==> src/rtl/i2c_pkg.sv <==
// Shared types and constants for the I2C target receiver.
package i2c_pkg;

  localparam int BIT_CNT_W = 4;
  localparam logic [BIT_CNT_W-1:0] BYTE_BITS = 4'd8;
  localparam logic [BIT_CNT_W-1:0] BYTE_LAST = 4'd7;

  localparam logic I2C_ACK  = 1'b0;
  localparam logic I2C_NACK = 1'b1;

  localparam logic [6:0] DEFAULT_DEV_ADDR = 7'h50;

  typedef enum logic [3:0] {
    ST_IDLE,
    ST_ADDR,
    ST_ADDR_ACK,
    ST_REG,
    ST_REG_ACK,
    ST_WDATA,
    ST_WDATA_ACK,
    ST_RDATA,
    ST_RDATA_ACK,
    ST_SKIP
  } state_e;

endpackage

==> src/rtl/i2c_target_rx_line_sync.sv <==
// SCL/SDA synchronizer with single-cycle edge, START and STOP detection.
module i2c_line_sync #(
  parameter int SYNC_STAGES = 2
) (
  input  logic clk,
  input  logic rst_n,
  input  logic scl_in,
  input  logic sda_in,
  output logic scl_rise,
  output logic scl_fall,
  output logic start_det,
  output logic stop_det,
  output logic sda
);

  logic [SYNC_STAGES-1:0] scl_sync_q;
  logic [SYNC_STAGES-1:0] sda_sync_q;
  logic                   scl_q;
  logic                   sda_q;
  logic                   scl_s;

  // Idle bus is high, so everything resets to 1 to avoid a false edge.
  always_ff @(posedge clk or negedge rst_n) begin
    if (!rst_n) begin
      scl_sync_q <= '1;
      sda_sync_q <= '1;
      scl_q      <= 1'b1;
      sda_q      <= 1'b1;
    end else begin
      scl_sync_q <= {scl_sync_q[SYNC_STAGES-2:0], scl_in};
      sda_sync_q <= {sda_sync_q[SYNC_STAGES-2:0], sda_in};
      scl_q      <= scl_s;
      sda_q      <= sda;
    end
  end

  assign scl_s     = scl_sync_q[SYNC_STAGES-1];
  assign sda       = sda_sync_q[SYNC_STAGES-1];
  assign scl_rise  = scl_s & ~scl_q;
  assign scl_fall  = ~scl_s & scl_q;
  assign start_det = scl_s & scl_q & sda_q & ~sda;
  assign stop_det  = scl_s & scl_q & ~sda_q & sda;

endmodule

==> src/rtl/i2c_target_rx.sv <==
// I2C target: address match, register pointer, write strobes and read shift-out.
//  state        | meaning
//  ST_IDLE      | bus free or not addressed
//  ST_ADDR      | shifting in {addr, rw}
//  ST_ADDR_ACK  | acknowledging our address
//  ST_REG       | shifting in register pointer
//  ST_REG_ACK   | acknowledging pointer byte
//  ST_WDATA     | shifting in write data
//  ST_WDATA_ACK | acknowledging write data, pointer bumps at end
//  ST_RDATA     | shifting out read data
//  ST_RDATA_ACK | sampling master ACK/NACK
//  ST_SKIP      | ignoring bus until START/STOP
module i2c_target_rx
  import i2c_pkg::*;
#(
  parameter logic [6:0] DEV_ADDR    = DEFAULT_DEV_ADDR,
  parameter int         SYNC_STAGES = 2
) (
  input  logic       clk,
  input  logic       rst_n,
  input  logic       scl_in,
  input  logic       sda_in,
  output logic       sda_oe,
  output logic [7:0] reg_addr,
  output logic [7:0] wr_data,
  output logic       wr_valid,
  output logic       rd_req,
  input  logic [7:0] rd_data,
  output logic       busy
);

  logic scl_rise, scl_fall, start_det, stop_det, sda;

  i2c_line_sync #(.SYNC_STAGES(SYNC_STAGES)) u_line_sync (
    .clk       (clk),
    .rst_n     (rst_n),
    .scl_in    (scl_in),
    .sda_in    (sda_in),
    .scl_rise  (scl_rise),
    .scl_fall  (scl_fall),
    .start_det (start_det),
    .stop_det  (stop_det),
    .sda       (sda)
  );

  state_e               state_q;
  logic [BIT_CNT_W-1:0] bit_cnt_q;
  logic [6:0]           shift_q;
  logic [6:0]           tx_q;
  logic                 rw_q;
  logic                 sda_oe_q, wr_valid_q, rd_req_q, busy_q;
  logic [7:0]           reg_addr_q, wr_data_q;
  logic [7:0]           rx_byte_d;

  assign rx_byte_d = {shift_q, sda};

  always_ff @(posedge clk or negedge rst_n) begin
    if (!rst_n) begin
      state_q    <= ST_IDLE;
      bit_cnt_q  <= '0;
      shift_q    <= '0;
      tx_q       <= '0;
      rw_q       <= 1'b0;
      sda_oe_q   <= 1'b0;
      wr_valid_q <= 1'b0;
      rd_req_q   <= 1'b0;
      busy_q     <= 1'b0;
      reg_addr_q <= 8'h00;
      wr_data_q  <= 8'h00;
    end else begin
      wr_valid_q <= 1'b0;
      rd_req_q   <= 1'b0;
      if (start_det) begin
        state_q   <= ST_ADDR;
        bit_cnt_q <= '0;
        sda_oe_q  <= 1'b0;
      end else if (stop_det) begin
        state_q   <= ST_IDLE;
        bit_cnt_q <= '0;
        sda_oe_q  <= 1'b0;
        busy_q    <= 1'b0;
      end else begin
        case (state_q)
          ST_ADDR, ST_REG, ST_WDATA: begin
            if (scl_rise) begin
              shift_q   <= rx_byte_d[6:0];
              bit_cnt_q <= bit_cnt_q + 4'd1;
              if (bit_cnt_q == BYTE_LAST) begin
                case (state_q)
                  ST_ADDR: begin
                    if (rx_byte_d[7:1] == DEV_ADDR) begin
                      state_q <= ST_ADDR_ACK;
                      busy_q  <= 1'b1;
                      rw_q    <= rx_byte_d[0];
                    end else begin
                      state_q <= ST_SKIP;
                      busy_q  <= 1'b0;
                    end
                  end
                  ST_REG: begin
                    reg_addr_q <= rx_byte_d;
                    state_q    <= ST_REG_ACK;
                  end
                  default: begin
                    wr_data_q  <= rx_byte_d;
                    wr_valid_q <= 1'b1;
                    state_q    <= ST_WDATA_ACK;
                  end
                endcase
              end
            end
          end
          // bit_cnt_q == 8 marks "ACK not yet driven"; 0 marks "ACK on the bus".
          ST_ADDR_ACK, ST_REG_ACK, ST_WDATA_ACK: begin
            if (scl_fall) begin
              bit_cnt_q <= '0;
              if (bit_cnt_q == BYTE_BITS) begin
                sda_oe_q <= 1'b1;
              end else begin
                sda_oe_q <= 1'b0;
                case (state_q)
                  ST_ADDR_ACK: begin
                    if (rw_q) begin
                      tx_q     <= rd_data[6:0];
                      sda_oe_q <= ~rd_data[7];
                      state_q  <= ST_RDATA;
                    end else begin
                      state_q <= ST_REG;
                    end
                  end
                  ST_REG_ACK: state_q <= ST_WDATA;
                  default: begin
                    reg_addr_q <= reg_addr_q + 8'd1;
                    state_q    <= ST_WDATA;
                  end
                endcase
              end
            end else if (scl_rise && state_q == ST_ADDR_ACK && rw_q && bit_cnt_q == '0) begin
              rd_req_q <= 1'b1;
            end
          end
          ST_RDATA: begin
            if (scl_rise) begin
              bit_cnt_q <= bit_cnt_q + 4'd1;
            end else if (scl_fall) begin
              if (bit_cnt_q == BYTE_BITS) begin
                sda_oe_q  <= 1'b0;
                bit_cnt_q <= '0;
                state_q   <= ST_RDATA_ACK;
              end else begin
                sda_oe_q <= ~tx_q[6];
                tx_q     <= {tx_q[5:0], 1'b0};
              end
            end
          end
          ST_RDATA_ACK: begin
            if (scl_rise) begin
              if (sda == I2C_ACK) begin
                reg_addr_q <= reg_addr_q + 8'd1;
                rd_req_q   <= 1'b1;
              end else begin
                state_q <= ST_SKIP;
              end
            end else if (scl_fall) begin
              tx_q      <= rd_data[6:0];
              sda_oe_q  <= ~rd_data[7];
              bit_cnt_q <= '0;
              state_q   <= ST_RDATA;
            end
          end
          default: ;
        endcase
      end
    end
  end

  assign sda_oe   = sda_oe_q;
  assign reg_addr = reg_addr_q;
  assign wr_data  = wr_data_q;
  assign wr_valid = wr_valid_q;
  assign rd_req   = rd_req_q;
  assign busy     = busy_q;

endmodule
==> config.mk <==
export PLATFORM = sky130hd
export DESIGN_NAME = i2c_target_rx
export DESIGN_NICKNAME = d
export VERILOG_FILES = /design/src/rtl/i2c_pkg.sv /design/src/rtl/i2c_target_rx_line_sync.sv /design/src/rtl/i2c_target_rx.sv
export SDC_FILE = /design/constraint.sdc
export NUM_CORES = 1
export LEC_CHECK = 0
export CAP_MARGIN = 20
export CORE_UTILIZATION = 42
export CTS_CLUSTER_DIAMETER = 100
export DETAILED_ROUTE_END_ITERATION = 10
export GPL_TIMING_DRIVEN = 0
export PLACE_DENSITY_LB_ADDON = 0.08
export SYNTH_ARGS = -nofsm -noshare
export SYNTH_HDL_FRONTEND = slang
export SYNTH_SLANG_ARGS = --single-unit
==> constraint.sdc <==
create_clock -name clk -period 4.8 [get_ports clk]
set_clock_uncertainty 0.2 [all_clocks]
set_input_delay 1.2 -clock clk [delete_from_list [all_inputs] [get_ports clk]]
set_output_delay 1.2 -clock clk [all_outputs]
set_load 0.01 [all_outputs]
## Word-level counts from Yosys, hierarchy flattened

Cells that the tools add are included.

| operators by class | value |
|---|---|
| add/subtract/negate cells | 2 |
| equal/unequal tests | 39 |
| muxes and demuxes | 76 |
| bitwise gates (word level) | 16 |
| reduce and logical (&&, ||, !) cells | 25 |

Operators with widths:

| cell | count |
|---|---|
| $mux W4 | 22 |
| $mux W8 | 8 |
| $mux W7 | 9 |
| $ne A4 B4 Y1 const B | 9 |
| $pmux W4 S4 | 2 |
| $ne A2 B2 Y1 const B | 15 |
| $mux W1 | 29 |
| $pmux W8 S3 | 1 |
| $pmux W7 S3 | 1 |
| $eq A4 B3 Y1 const B | 5 |
| $ne A5 B5 Y1 const B | 3 |
| $reduce_and A12 Y1 | 1 |
| $reduce_and A6 Y1 | 2 |
| $reduce_and A11 Y1 | 1 |
| $reduce_and A10 Y1 | 1 |
| $reduce_and A5 Y1 | 2 |
| $not A1 Y1 | 9 |
| $add A8 B1 Y8 const B | 1 |
| $eq A4 B2 Y1 const B | 2 |
| $eq A4 B4 Y1 const B | 2 |
| $pmux W4 S2 | 1 |
| $reduce_bool A2 Y1 | 4 |
| $and A1 B1 Y1 | 7 |
| $eq A7 B7 Y1 const B | 1 |
| other kinds (15) | 20 |

| word-level totals | value |
|---|---|
| register bits after elaboration | 49 |
| bits of input ports | 12 |
| output and inout bits | 20 |
| word-level logic and storage cells | 173 |

## Longest topological paths before layout

Gate-level depths: netlist of the first run.

| logic depth | value |
|---|---|
| depth after elaboration | 10 |
| mapped depth | 9 |
| depth with buffers taken out | 7 |

## Modules after synthesis

A second synthesis of the first run with hierarchy kept.

| unflattened totals | value |
|---|---|
| cells, all modules | 294 |
| area, all modules | 2816.5 µm² |

By module, submodules not included:

| module | instances | cells an instance | area each (µm²) | seq. area each (µm²) |
|---|---|---|---|---|
| i2c_target_rx | 1 | 284 | 2626.3 | 1076.0 |
| i2c_line_sync | 1 | 10 | 190.2 | 157.7 |

## Worst setup path before layout of the first run

Ideal clock, no wire load.

| timing | value |
|---|---|
| kind | register to register |
| start point | register bit_cnt_q[0] |
| end point | register state_q[0] |
| setup time | 96 ps |
| data arrival time | 1994 ps |
| data required time | 4504 ps |
| setup slack | 2510 ps |
| stages on the path, launching flop included | 9 |
| buffers on the path | 1 |
| clock period less this slack | 2290 ps |
| cell sequence | dfrtp_1 -> inv_1 -> ha_1 -> and3b_1 -> buf_6 -> a32o_1 -> a222oi_1 -> a221oi_1 -> a311oi_2 |

| between the ends | value |
|---|---|
| word-level cells in the longest chain between the ends | 3 |
| elaborated cells between the ends (all ways) | 6 |
| those cells by class | eq/ne (5); reduce/logical (1) |

RTL lines:

| item | line | source |
|---|---|---|
| start, declared | i2c_target_rx.sv:47 | `logic [BIT_CNT_W-1:0] bit_cnt_q;` |
| start signal, assigned | i2c_target_rx.sv:87 | `bit_cnt_q <= bit_cnt_q + 4'd1;` |
| start signal, assigned | i2c_target_rx.sv:144 | `bit_cnt_q <= bit_cnt_q + 4'd1;` |
| $eq A4 B4 Y1 / $eq A4 B3 Y1 (equally long branches) | i2c_target_rx.sv:117, i2c_target_rx.sv:146, i2c_target_rx.sv:88 |  |
| $ne A4 B4 Y1 (no source line) | -- |  |
| $reduce_and A10 Y1 (no source line) * | -- |  |
| end signal, assigned | i2c_target_rx.sv:126 | `state_q <= ST_RDATA;` |
| end signal, assigned | i2c_target_rx.sv:128 | `state_q <= ST_REG;` |
| end signal, assigned | i2c_target_rx.sv:149 | `state_q <= ST_RDATA_ACK;` |
| end, declared | i2c_target_rx.sv:46 | `state_e state_q;` |

Every way passes the cells marked *; elsewhere a longest branch is shown, timed or not.
A chain may end at the register's enable or synchronous reset.

## Final worst setup path of the first run

| timing | value |
|---|---|
| start point | register u_line_sync.scl_q |
| end point | register reg_addr_q[7] (netlist: reg_addr[7]) |

| between the ends | value |
|---|---|
| word-level cells in the longest chain between the ends | 5 |
| elaborated cells between the ends (all ways) | 14 |
| those cells by class | eq/ne (3); bitwise (10); reduce/logical (1) |

RTL lines:

| item | line | source |
|---|---|---|
| start, declared | i2c_target_rx_line_sync.sv:18 | `logic scl_q;` |
| start signal, assigned | i2c_target_rx_line_sync.sv:32 | `scl_q <= scl_s;` |
| $and A1 B1 Y1 | i2c_target_rx_line_sync.sv:41, i2c_target_rx_line_sync.sv:42 |  |
| $and A1 B1 Y1 (on tied branches) (2 in series) | i2c_target_rx_line_sync.sv:42, i2c_target_rx_line_sync.sv:41 |  |
| $not A1 Y1 (no source line) | -- |  |
| $reduce_and A11 Y1 (no source line) * | -- |  |
| end signal, assigned | i2c_target_rx.sv:101 | `reg_addr_q <= rx_byte_d;` |
| end signal, assigned | i2c_target_rx.sv:133 | `reg_addr_q <= reg_addr_q + 8'd1;` |
| end signal, assigned | i2c_target_rx.sv:159 | `reg_addr_q <= reg_addr_q + 8'd1;` |
| end, declared | i2c_target_rx.sv:52 | `logic [7:0] reg_addr_q, wr_data_q;` |

Marks and branches as above.

==> results of run 1 <==
-- cell usage after synthesis (2+ instances only) --
library cell / instances / area share [%]
sky130_fd_sc_hd__dfrtp_1: 43 / 38
sky130_fd_sc_hd__nand2_1: 30 / 4.0
sky130_fd_sc_hd__a21oi_1: 22 / 3.9
sky130_fd_sc_hd__mux2_2: 22 / 8.8
sky130_fd_sc_hd__inv_1: 16 / 2.1
sky130_fd_sc_hd__nor2_1: 15 / 2.0
sky130_fd_sc_hd__clkbuf_1: 10 / 1.3
sky130_fd_sc_hd__o21ai_0: 10 / 1.8
sky130_fd_sc_hd__dfstp_2: 6 / 5.6
sky130_fd_sc_hd__ha_1: 6 / 2.7
sky130_fd_sc_hd__nand3_1: 6 / 1.1
sky130_fd_sc_hd__nand3b_1: 6 / 1.6
sky130_fd_sc_hd__nor3_1: 6 / 1.1
sky130_fd_sc_hd__nand2b_1: 5 / 1.1
sky130_fd_sc_hd__nand4_1: 5 / 1.1
sky130_fd_sc_hd__a31oi_1: 4 / 0.89
sky130_fd_sc_hd__and2_1: 4 / 0.89
sky130_fd_sc_hd__mux2i_1: 4 / 1.4
sky130_fd_sc_hd__a2111oi_0: 3 / 0.93
sky130_fd_sc_hd__a21o_1: 3 / 0.80
sky130_fd_sc_hd__a2bb2oi_1: 3 / 0.93
sky130_fd_sc_hd__a32oi_1: 3 / 0.93
sky130_fd_sc_hd__and3_1: 3 / 0.67
sky130_fd_sc_hd__and3b_1: 3 / 0.93
sky130_fd_sc_hd__buf_2: 3 / 0.53
sky130_fd_sc_hd__buf_6: 3 / 1.2
sky130_fd_sc_hd__o22a_1: 3 / 0.93
sky130_fd_sc_hd__a211oi_1: 2 / 0.53
sky130_fd_sc_hd__nor3b_1: 2 / 0.53
sky130_fd_sc_hd__o21ai_1: 2 / 0.35
sky130_fd_sc_hd__o2bb2ai_1: 2 / 0.62
sky130_fd_sc_hd__or3_1: 2 / 0.44
-- logic make-up after synthesis --
family / count (synthesis)
AND/OR/NAND/NOR: 96
AO/OA/AOI/OAI: 75
flip-flops: 49
buffers and inverters: 33
multiplexers: 26
adder cells (fa/ha/maj): 6
XOR/XNOR: 1
-- where the power goes --
group          leakage [nW]  internal [mW]  total (mW)  switching [mW]
clock                0.0543          0.156       0.307           0.150
combinational         0.798          0.473        1.02           0.549
sequential            0.610          0.547       0.664           0.117
-- path summary, 6_finish.rpt --
kind                                                          start                                   to  cells past startpoint
worst max-delay path                    u_line_sync.scl_q$_DFF_PN1_              reg_addr[7]$_DFFE_PN0P_                      9
worst min-delay path            u_line_sync.sda_sync_q[0]$_DFF_PN1_  u_line_sync.sda_sync_q[1]$_DFF_PN1_                      0
worst max register to register          u_line_sync.scl_q$_DFF_PN1_              reg_addr[7]$_DFFE_PN0P_                      9
worst min register to register  u_line_sync.sda_sync_q[0]$_DFF_PN1_  u_line_sync.sda_sync_q[1]$_DFF_PN1_                      0
max in group asynchronous                                     rst_n          u_line_sync.sda_q$_DFF_PN1_                      2
min in group asynchronous                                     rst_n               state_q[3]$_DFFE_PN0P_                      1
-- flip-flops by register name (all words and copies together) (netlist names) --
register                cells
state_q                     4
u_line_sync.sda_q           1
bit_cnt_q                   4
u_line_sync.scl_sync_q      2
wr_valid                    1
tx_q                        7
rd_req                      1
rw_q                        1
wr_data                     8
sda_oe                      1
u_line_sync.scl_q           1
reg_addr                    8
u_line_sync.sda_sync_q      2
shift_q                     7
busy                        1
-- stage by stage --
stage | setup WS (ps) | area (um2) | utilization [%] | cells
floorplan | 2510 | 2820 | - | 286
global placement | 860 | 3230 | 50.2 | 394
detailed placement | 2060 | 3240 | 50.5 | 395
CTS | 2020 | 3360 | 52.3 | 403
global route | 1750 | 3360 | 52.3 | 403
finish | 2010 | 3360 | 52.3 | 403
-- layout make-up --
type / instances / area [um2] / area share (%)
tap: 77 / 96.3 / 2.87
clock inverter: 3 / 46.3 / 1.38
inverter: 16 / 60.1 / 1.79
buffer: 17 / 93.8 / 2.80
sequential: 49 / 1230 / 36.7
timing repair buffer: 32 / 325 / 9.69
clock buffer: 5 / 68.8 / 2.05
multi-input combinational: 204 / 1430 / 42.7
-- critical path, delay by kind of cell (launching register included) --
family          cells  cell delay, ps
flops               1             560
buf+inv             4             840
compound gates      3             720
simple gates        1             150
fa+ha+maj           1             240
-- layer usage --
layer	global-route usage, %	up-vias
met4	6.43	0
met1	28.2	1130
met2	32.4	69
li1	-	1124
met3	3.36	9
met5	0	-
==> insert_results.sql, run 1 <==
INSERT INTO impl_metrics (metric_group, metric, value, unit) VALUES
('setup_path', 'critical_path_class', 'flop to flop', ''),
('floorplanning', 'initial_core_util', '43.9', '%'),
('yosys', 'synth-adder-area-share', '2.66', '%'),
('placed_design', 'port-buffer-count', '31', ''),
('yosys', 'async_flop_share', '100', '%'),
('setup_path', 'required_time_of_the_worst_setup_path', '4830', 'ps'),
('route', 'routed.top_layer', 'met4', ''),
('cts', 'tritoncts', 'done', ''),
('yosys', 'synth_compound_gate_area_share', '18.9', '%'),
('final_layout', 'layout-drive-gt1-share', '16.0', '%'),
('global_routing', 'overflow', '0', ''),
('setup_path', 'timing.reg2reg.setup_slack', '2010', 'ps'),
('sta', 'timing_max_transition_violations_final', '0', ''),
('cts', 'post_cts_resized', '0', ''),
('global_routing', 'grt_first_pass_wirelength', '11400', 'um'),
('sta', 'period_minus_slack', '2790', 'ps'),
('placed_design', 'post-dp-hpwl', '4710', 'um'),
('cts', 'clock_insertion_delay_worst_skew', '310', 'ps'),
('floorplanning', 'floorplan.die.width', '83.9', 'um'),
('yosys', 'synthSimpleGateAreaFrac', '18.7', '%'),
('route', 'detail_route.wirelength', '6650', 'um'),
('yosys', 'synth_mux_area_share', '10.2', '%'),
('yosys', 'number_of_enable_flip_flop_cells_after_synthesis', '0', ''),
('run_status', 'status', 'finished, final reports clean', ''),
('setup_path', 'worst_path_maximum_fanout', '10', ''),
('sta', 'fin_hold_ws', '161', 'ps'),
('pwr', 'post-layout-total-power', '1.99', 'mW'),
('setup_path', 'setup.worst_path.end_class', 'flop', ''),
('cts', 'clk_pin_slew_worst_paths', '100', 'ps'),
('setup_path', 'library_cell_contributing_the_largest_single_delay_on_the_critical_path', 'sky130_fd_sc_hd__dfstp_2', ''),
('route', 'wire_per_inst', '16.5', 'um'),
('floorplanning', 'design.core.area', '6420', 'um2'),
('yosys', 'synth_seq_cells', '49', ''),
('route', 'total_met2_wirelength_after_detailed_routing', '3040', 'um'),
('sta', 'rsz0062_at_grt', 'no', ''),
('route', 'drtPass1Iterations', '4', ''),
('yosys', 'synth_cells', '286', ''),
('cts', 'post_cts_repair_setup_buffers', '0', ''),
('global_routing', 'number_of_global_route_vias_before_repair', '2207', ''),
('cts', 'ctsLongestPathBuffers', '2', ''),
('final_layout', 'layout_commonest_cell', 'sky130_fd_sc_hd__dfrtp_1', ''),
('min_path', 'worst_hold_path_type', 'flop to flop', ''),
('cts', 'cts_max_level', '2', ''),
('global_routing', 'antenna_found_initial', '0', ''),
('yosys', 'postSynthAreaPerCell', '9.86', 'um2'),
('cts', 'numClockSinks', '49', ''),
('floorplanning', 'row_count', '29', ''),
('final_layout', 'layout_common_cells', 'sky130_fd_sc_hd__dfrtp_1 (43), sky130_fd_sc_hd__nand2_1 (30), sky130_fd_sc_hd__clkdlybuf4s50_1 (30)', ''),
('yosys', 'combinational_family_with_the_most_area_after_synthesis', 'compound AO/OA/AOI/OAI gates', ''),
('sta', 'finalHoldViolCount', '0', ''),
('route', 'detail_route.wirelength.met1', '3220', 'um'),
('pwr', 'ir_drop', '309', 'uV'),
('global_routing', 'grt_max_degree', '33', ''),
('floorplanning', 'fp.dieArea', '7050', 'um2'),
('cts', 'clock_tree.root_cell', 'sky130_fd_sc_hd__clkbuf_8', ''),
('final_layout', 'n_antenna_cell', '0', ''),
('yosys', 'leading_register_cell_type_out_of_synthesis', 'sky130_fd_sc_hd__dfrtp_1', ''),
('job', 'number_of_maximum_capacitance_violations', '0', ''),
('yosys', 'synth_cell_types', '61', ''),
('pwr', 'static-leakage-power', '1.46', 'nW'),
('yosys', 'synthesis.nets', '304', ''),
('cts', 'tritoncts.num_buffers', '5', ''),
('route', 'via_density_per_instance', '5.79', ''),
('pwr', 'p_per_area', '594', 'nW/um2'),
('final_layout', 'numnets_final', '343', ''),
('sta', 'fmax', '0.358', 'GHz'),
('route', 'postRouteAntennaNets', '0', ''),
('placed_design', 'gpl.final_weighted_congestion', '0.920', ''),
('setup_path', 'cp_data_arrival_time', '2820', 'ps'),
('floorplanning', 'fp.dieH', '83.9', 'um'),
('yosys', 'share_of_the_yosys_chip_area_belonging_to_registers', '43.7', '%');
No activity file was read; power rests on OpenSTA's default activity.
==> inputs of run 2 (changes only) <==
- clock period: 4.8 -> 2.85 ns (I/O delays scaled with it)
==> insert_results.sql, run 2 (synthesis results as in run 1) <==
INSERT INTO impl_metrics (metric_group, metric, value, unit) VALUES
('placed_design', 'port-buffer-count', '31', ''),
('setup_path', 'critical_path.startpoint_type', 'flop', ''),
('global_routing', 'number_of_global_route_vias_before_repair', '2207', ''),
('setup_path', 'cp_data_arrival_time', '2580', 'ps'),
('pwr', 'p_per_area', '1000', 'nW/um2'),
('setup_path', 'library_cell_contributing_the_largest_single_delay_on_the_critical_path', 'sky130_fd_sc_hd__dfstp_2', ''),
('cts', 'ctsLongestPathBuffers', '2', ''),
('final_layout', 'final_cells', '404', ''),
('setup_path', 'critPathBufInv', '2', ''),
('final_layout', 'n_antenna_cell', '0', ''),
('job', 'number_of_maximum_capacitance_violations', '0', ''),
('route', 'detail_route.wirelength', '6670', 'um'),
('placed_design', 'gpl.final_weighted_congestion', '0.920', ''),
('floorplanning', 'initial_core_util', '43.9', '%'),
('route', 'drtPass1Iterations', '4', ''),
('placed_design', 'placed_cells_incl_taps', '395', ''),
('setup_path', 'crit_chain', 'inv_1 -> ha_1 -> clkbuf_1 -> a21oi_1 -> o21ai_1 -> nor3_2 -> mux2_2', ''),
('sta', 'setup_violations_final', '0', ''),
('pwr', 'post-layout-total-power', '3.39', 'mW'),
('cts', 'clk_pin_slew_worst_paths', '100', 'ps'),
('sta', 'fin_hold_ws', '126', 'ps'),
('floorplanning', 'ioPinCount', '32', ''),
('cts', 'cts_max_level', '2', ''),
('setup_path', 'critical_path_class', 'flop to flop', ''),
('global_routing', 'grt_max_degree', '33', ''),
('pwr', 'static-leakage-power', '1.47', 'nW'),
('sta', 'fmax', '0.388', 'GHz'),
('final_layout', 'layout_commonest_cell', 'sky130_fd_sc_hd__dfrtp_1', ''),
('cts', 'clock_insertion_delay_worst_skew', '310', 'ps'),
('global_routing', 'antenna_found_initial', '0', ''),
('sta', 'final.period_utilization', '90.5', '%'),
('cts', 'post_cts_hold_buffer_count', '0', ''),
('placed_design', 'post-dp-hpwl', '4710', 'um'),
('route', 'via_density_per_instance', '5.80', ''),
('setup_path', 'reg2reg_from', 'u_line_sync.scl_q$_DFF_PN1_', ''),
('floorplanning', 'fp.dieH', '83.9', 'um'),
('route', 'via_count', '2345', ''),
('setup_path', 'cp_top_family', 'flip-flops', ''),
('route', 'violation_count_after_the_first_detailed_route_iteration', '199', ''),
('route', 'wire_per_inst', '16.5', 'um'),
('floorplanning', 'design.core.area', '6420', 'um2'),
('final_layout', 'area.growth.synth_to_final', '19.6', '%'),
('setup_path', 'timing.reg2reg.setup_slack', '270', 'ps'),
('sta', 'tightest_slew', '652', 'ps'),
('cts', 'numClockSinks', '49', ''),
('route', 'route.detailed.drc', '0', ''),
('setup_path', 'delay_contributed_by_the_slowest_stage_of_the_critical_path', '560', 'ps'),
('cts', 'tritoncts.num_buffers', '5', ''),
('sta', 'period_minus_slack', '2580', 'ps'),
('setup_path', 'r2r_cells', '7', ''),
('global_routing', 'grt_first_pass_wirelength', '11400', 'um'),
('cts', 'tritoncts', 'done', ''),
('sta', 'finalHoldViolCount', '0', ''),
('setup_path', 'setup.worst_path.end_class', 'flop', ''),
('route', 'postRouteAntennaNets', '0', ''),
('floorplanning', 'floorplan.die.width', '83.9', 'um'),
('cts', 'clock_tree.root_cell', 'sky130_fd_sc_hd__clkbuf_8', ''),
('min_path', 'worst_hold_path_type', 'input port to asynchronous set/reset pin', ''),
('final_layout', 'final_core_utilization', '52.5', '%'),
('pwr', 'ir_drop', '520', 'uV'),
('setup_path', 'worst_path_maximum_fanout', '10', ''),
('setup_path', 'required_time_of_the_worst_setup_path', '2850', 'ps'),
('sta', 'relSlewSlack', '56.3', '%'),
('global_routing', 'gr-usage-all-layers', '20.3', '%'),
('sta', 'rsz0062_at_grt', 'no', ''),
('global_routing', 'overflow', '0', ''),
('floorplanning', 'fp.dieArea', '7050', 'um2'),
('floorplanning', 'row_count', '29', ''),
('sta', 'timing_max_transition_violations_final', '0', ''),
('run_status', 'status', 'finished, final reports clean', ''),
('sta', 'fin_tns_setup', '0', 'ps'),
('final_layout', 'layout-drive-gt1-share', '16.8', '%'),
('final_layout', 'layout_common_cells', 'sky130_fd_sc_hd__dfrtp_1 (43), sky130_fd_sc_hd__nand2_1 (30), sky130_fd_sc_hd__clkdlybuf4s50_1 (30)', ''),
('final_layout', 'numnets_final', '344', ''),
('setup_path', 'timing.rr.end', 'tx_q[5]$_DFFE_PN0P_', '');
run 2: report_power, final:
part	leakage, nW	internal (mW)	switching (mW)
sequential	0.610	0.922	0.196
clock	0.0543	0.263	0.257
combinational	0.806	0.815	0.934
run 2: cell type report:
cell class	count	area (um2)
Sequential cell	49	1230
Clock buffer	5	68.8
Timing Repair Buffer	33	333
Clock inverter	3	46.3
Multi-Input combinational cell	204	1440
Fill cell	598	3050
Tap cell	77	96.3
Buffer	17	95.1
Inverter	16	60.1
run 2: through the flow:
step,cell area (um2),setup WS [ps]
2_1_floorplan,2820,560
3_3_place_gp,3230,-602
3_5_place_dp,3240,112
4_1_cts,3360,70.7
5_1_grt,3370,66.3
6_report,3370,271
run 2: worst max path at each step:
stage	from	to	slack, ps	depth (start not counted)
4_1_cts	u_line_sync.scl_q$_DFF_PN1_	reg_addr[7]$_DFFE_PN0P_	70	9
3_3_place_gp	rst_n	reg_addr[5]$_DFFE_PN0P_	-600	1
6_report	u_line_sync.scl_q$_DFF_PN1_	tx_q[5]$_DFFE_PN0P_	270	7
2_1_floorplan	bit_cnt_q[0]$_DFFE_PN0P_	state_q[0]$_DFFE_PN0P_	560	8
5_1_grt	state_q[3]$_DFFE_PN0P_	bit_cnt_q[2]$_DFFE_PN0P_	70	7
3_5_place_dp	u_line_sync.scl_q$_DFF_PN1_	reg_addr[5]$_DFFE_PN0P_	110	9
run 2: routing by layer:
metal  part of all wire, %  track usage (%)
met3                   5.3             3.36
met5                     0                0
met4                   1.5             6.43
met2                    45             32.4
met1                    48             28.2
run 2: timing repair:
item                                    in CTS  in global routing
endpoints found under the setup margin       0                  8
setup buffers                                0                  1
resized for setup                            0                  3
==> inputs of run 3 (changes only) <==
- CAP_MARGIN: 20 -> 30
==> insert_results.sql, run 3 (synthesis results as in run 1) <==
INSERT INTO impl_metrics (metric_group, metric, value, unit) VALUES
('placed_design', 'placed_cells_incl_taps', '395', ''),
('global_routing', 'number_of_global_route_vias_before_repair', '2207', ''),
('floorplanning', 'initial_core_util', '43.9', '%'),
('floorplanning', 'fp.dieArea', '7050', 'um2'),
('pwr', 'p_per_area', '1000', 'nW/um2'),
('route', 'postRouteAntennaNets', '0', ''),
('floorplanning', 'floorplan.die.width', '83.9', 'um'),
('pwr', 'static-leakage-power', '1.47', 'nW'),
('setup_path', 'timing.rr.end', 'tx_q[5]$_DFFE_PN0P_', ''),
('setup_path', 'timing.reg2reg.setup_slack', '270', 'ps'),
('global_routing', 'antenna_found_initial', '0', ''),
('pwr', 'ir_drop', '520', 'uV'),
('route', 'wire_per_inst', '16.5', 'um'),
('setup_path', 'critical_path.startpoint_type', 'flop', ''),
('setup_path', 'r2r_cells', '7', ''),
('final_layout', 'area.growth.synth_to_final', '19.6', '%'),
('floorplanning', 'ioPinCount', '32', ''),
('cts', 'tritoncts', 'done', ''),
('setup_path', 'critical_path_class', 'flop to flop', ''),
('sta', 'timing_max_transition_violations_final', '0', ''),
('setup_path', 'delay_contributed_by_the_slowest_stage_of_the_critical_path', '560', 'ps'),
('job', 'number_of_maximum_capacitance_violations', '0', ''),
('setup_path', 'setup.worst_path.end_class', 'flop', ''),
('floorplanning', 'fp.dieH', '83.9', 'um'),
('placed_design', 'gpl.final_weighted_congestion', '0.920', ''),
('global_routing', 'gr-usage-all-layers', '20.3', '%'),
('cts', 'ctsLongestPathBuffers', '2', ''),
('cts', 'tritoncts.num_buffers', '5', ''),
('sta', 'relSlewSlack', '56.3', '%'),
('sta', 'fmax', '0.388', 'GHz'),
('route', 'via_count', '2345', ''),
('cts', 'cts_max_level', '2', ''),
('min_path', 'worst_hold_path_type', 'input port to asynchronous set/reset pin', ''),
('final_layout', 'n_antenna_cell', '0', ''),
('final_layout', 'layout_common_cells', 'sky130_fd_sc_hd__dfrtp_1 (43), sky130_fd_sc_hd__nand2_1 (30), sky130_fd_sc_hd__clkdlybuf4s50_1 (30)', ''),
('cts', 'clk_pin_slew_worst_paths', '100', 'ps'),
('final_layout', 'layout-drive-gt1-share', '16.8', '%'),
('route', 'drtPass1Iterations', '4', ''),
('sta', 'period_minus_slack', '2580', 'ps'),
('run_status', 'status', 'finished, final reports clean', ''),
('setup_path', 'critPathBufInv', '2', ''),
('global_routing', 'grt_first_pass_wirelength', '11400', 'um'),
('floorplanning', 'design.core.area', '6420', 'um2'),
('final_layout', 'final_cells', '404', ''),
('cts', 'clock_insertion_delay_worst_skew', '310', 'ps'),
('final_layout', 'numnets_final', '344', ''),
('sta', 'final.period_utilization', '90.5', '%'),
('cts', 'clock_tree.root_cell', 'sky130_fd_sc_hd__clkbuf_8', ''),
('sta', 'rsz0062_at_grt', 'no', ''),
('sta', 'finalHoldViolCount', '0', ''),
('route', 'violation_count_after_the_first_detailed_route_iteration', '199', ''),
('setup_path', 'reg2reg_from', 'u_line_sync.scl_q$_DFF_PN1_', ''),
('cts', 'numClockSinks', '49', ''),
('floorplanning', 'row_count', '29', ''),
('placed_design', 'post-dp-hpwl', '4710', 'um'),
('pwr', 'post-layout-total-power', '3.39', 'mW'),
('route', 'via_density_per_instance', '5.80', ''),
('final_layout', 'layout_commonest_cell', 'sky130_fd_sc_hd__dfrtp_1', ''),
('sta', 'setup_violations_final', '0', ''),
('sta', 'tightest_slew', '652', 'ps'),
('final_layout', 'final_core_utilization', '52.5', '%'),
('global_routing', 'overflow', '0', ''),
('setup_path', 'library_cell_contributing_the_largest_single_delay_on_the_critical_path', 'sky130_fd_sc_hd__dfstp_2', ''),
('cts', 'post_cts_hold_buffer_count', '0', ''),
('setup_path', 'required_time_of_the_worst_setup_path', '2850', 'ps'),
('placed_design', 'port-buffer-count', '31', ''),
('setup_path', 'cp_top_family', 'flip-flops', ''),
('route', 'route.detailed.drc', '0', ''),
('setup_path', 'cp_data_arrival_time', '2580', 'ps'),
('global_routing', 'grt_max_degree', '33', ''),
('route', 'detail_route.wirelength', '6670', 'um'),
('setup_path', 'crit_chain', 'inv_1 -> ha_1 -> clkbuf_1 -> a21oi_1 -> o21ai_1 -> nor3_2 -> mux2_2', ''),
('setup_path', 'worst_path_maximum_fanout', '10', '');
run 3: cell counts in the layout (fill, tap and decap cells not counted):
No cell type changed its count.
run 3: per-stage QoR:
step	worst slack, ps	TNS, ps	area, um2	hold slack [ps]
2_1_floorplan	560	0	2820	145
3_3_place_gp	-602	-26140	3230	145
3_5_place_dp	112	0	3240	147
4_1_cts	70.7	0	3360	145
5_1_grt	66.3	0	3370	148
6_report	271	0	3370	126
run 3: worst max-delay path by stage:
stage / slack (ps) / cells past startpoint / end / start
2_1_floorplan: 560 / 8 / state_q[0]$_DFFE_PN0P_ / bit_cnt_q[0]$_DFFE_PN0P_
3_3_place_gp: -600 / 1 / reg_addr[5]$_DFFE_PN0P_ / rst_n
3_5_place_dp: 110 / 9 / reg_addr[5]$_DFFE_PN0P_ / u_line_sync.scl_q$_DFF_PN1_
4_1_cts: 70 / 9 / reg_addr[7]$_DFFE_PN0P_ / u_line_sync.scl_q$_DFF_PN1_
5_1_grt: 70 / 7 / bit_cnt_q[2]$_DFFE_PN0P_ / state_q[3]$_DFFE_PN0P_
6_report: 270 / 7 / tx_q[5]$_DFFE_PN0P_ / u_line_sync.scl_q$_DFF_PN1_
run 3: final cells by class:
| type | count | area, um2 |
|---|---|---|
| sequential | 49 | 1230 |
| multi-input combinational | 204 | 1440 |
| clock buffer | 5 | 68.8 |
| inverter | 16 | 60.1 |
| fill | 598 | 3050 |
| clock inverter | 3 | 46.3 |
| timing repair buffer | 33 | 333 |
| buffer | 17 | 95.1 |
| tap | 77 | 96.3 |
run 3: layer usage:
metal | part of all wire (%) | vias to the layer above | wire [um] | track usage (%)
li1 | - | 1124 | - | -
met1 | 48 | 1137 | 3210 | 28.2
met2 | 45 | 75 | 3000 | 32.4
met3 | 5.3 | 9 | 353 | 3.36
met4 | 1.5 | 0 | 100 | 6.43
met5 | 0 | - | 0 | 0
run 3: what timing repair did:
| item | 4_1_cts | 5_1_grt |
|---|---|---|
| resized for setup | 0 | 3 |
| setup buffers | 0 | 1 |
| endpoints found under the setup margin | 0 | 8 |
run 3: report_power, final:
group | internal (mW) | switching [mW] | total [mW] | leakage [nW]
Clock | 0.263 | 0.257 | 0.520 | 0.0543
Combinational | 0.815 | 0.934 | 1.75 | 0.806
Sequential | 0.922 | 0.196 | 1.12 | 0.610
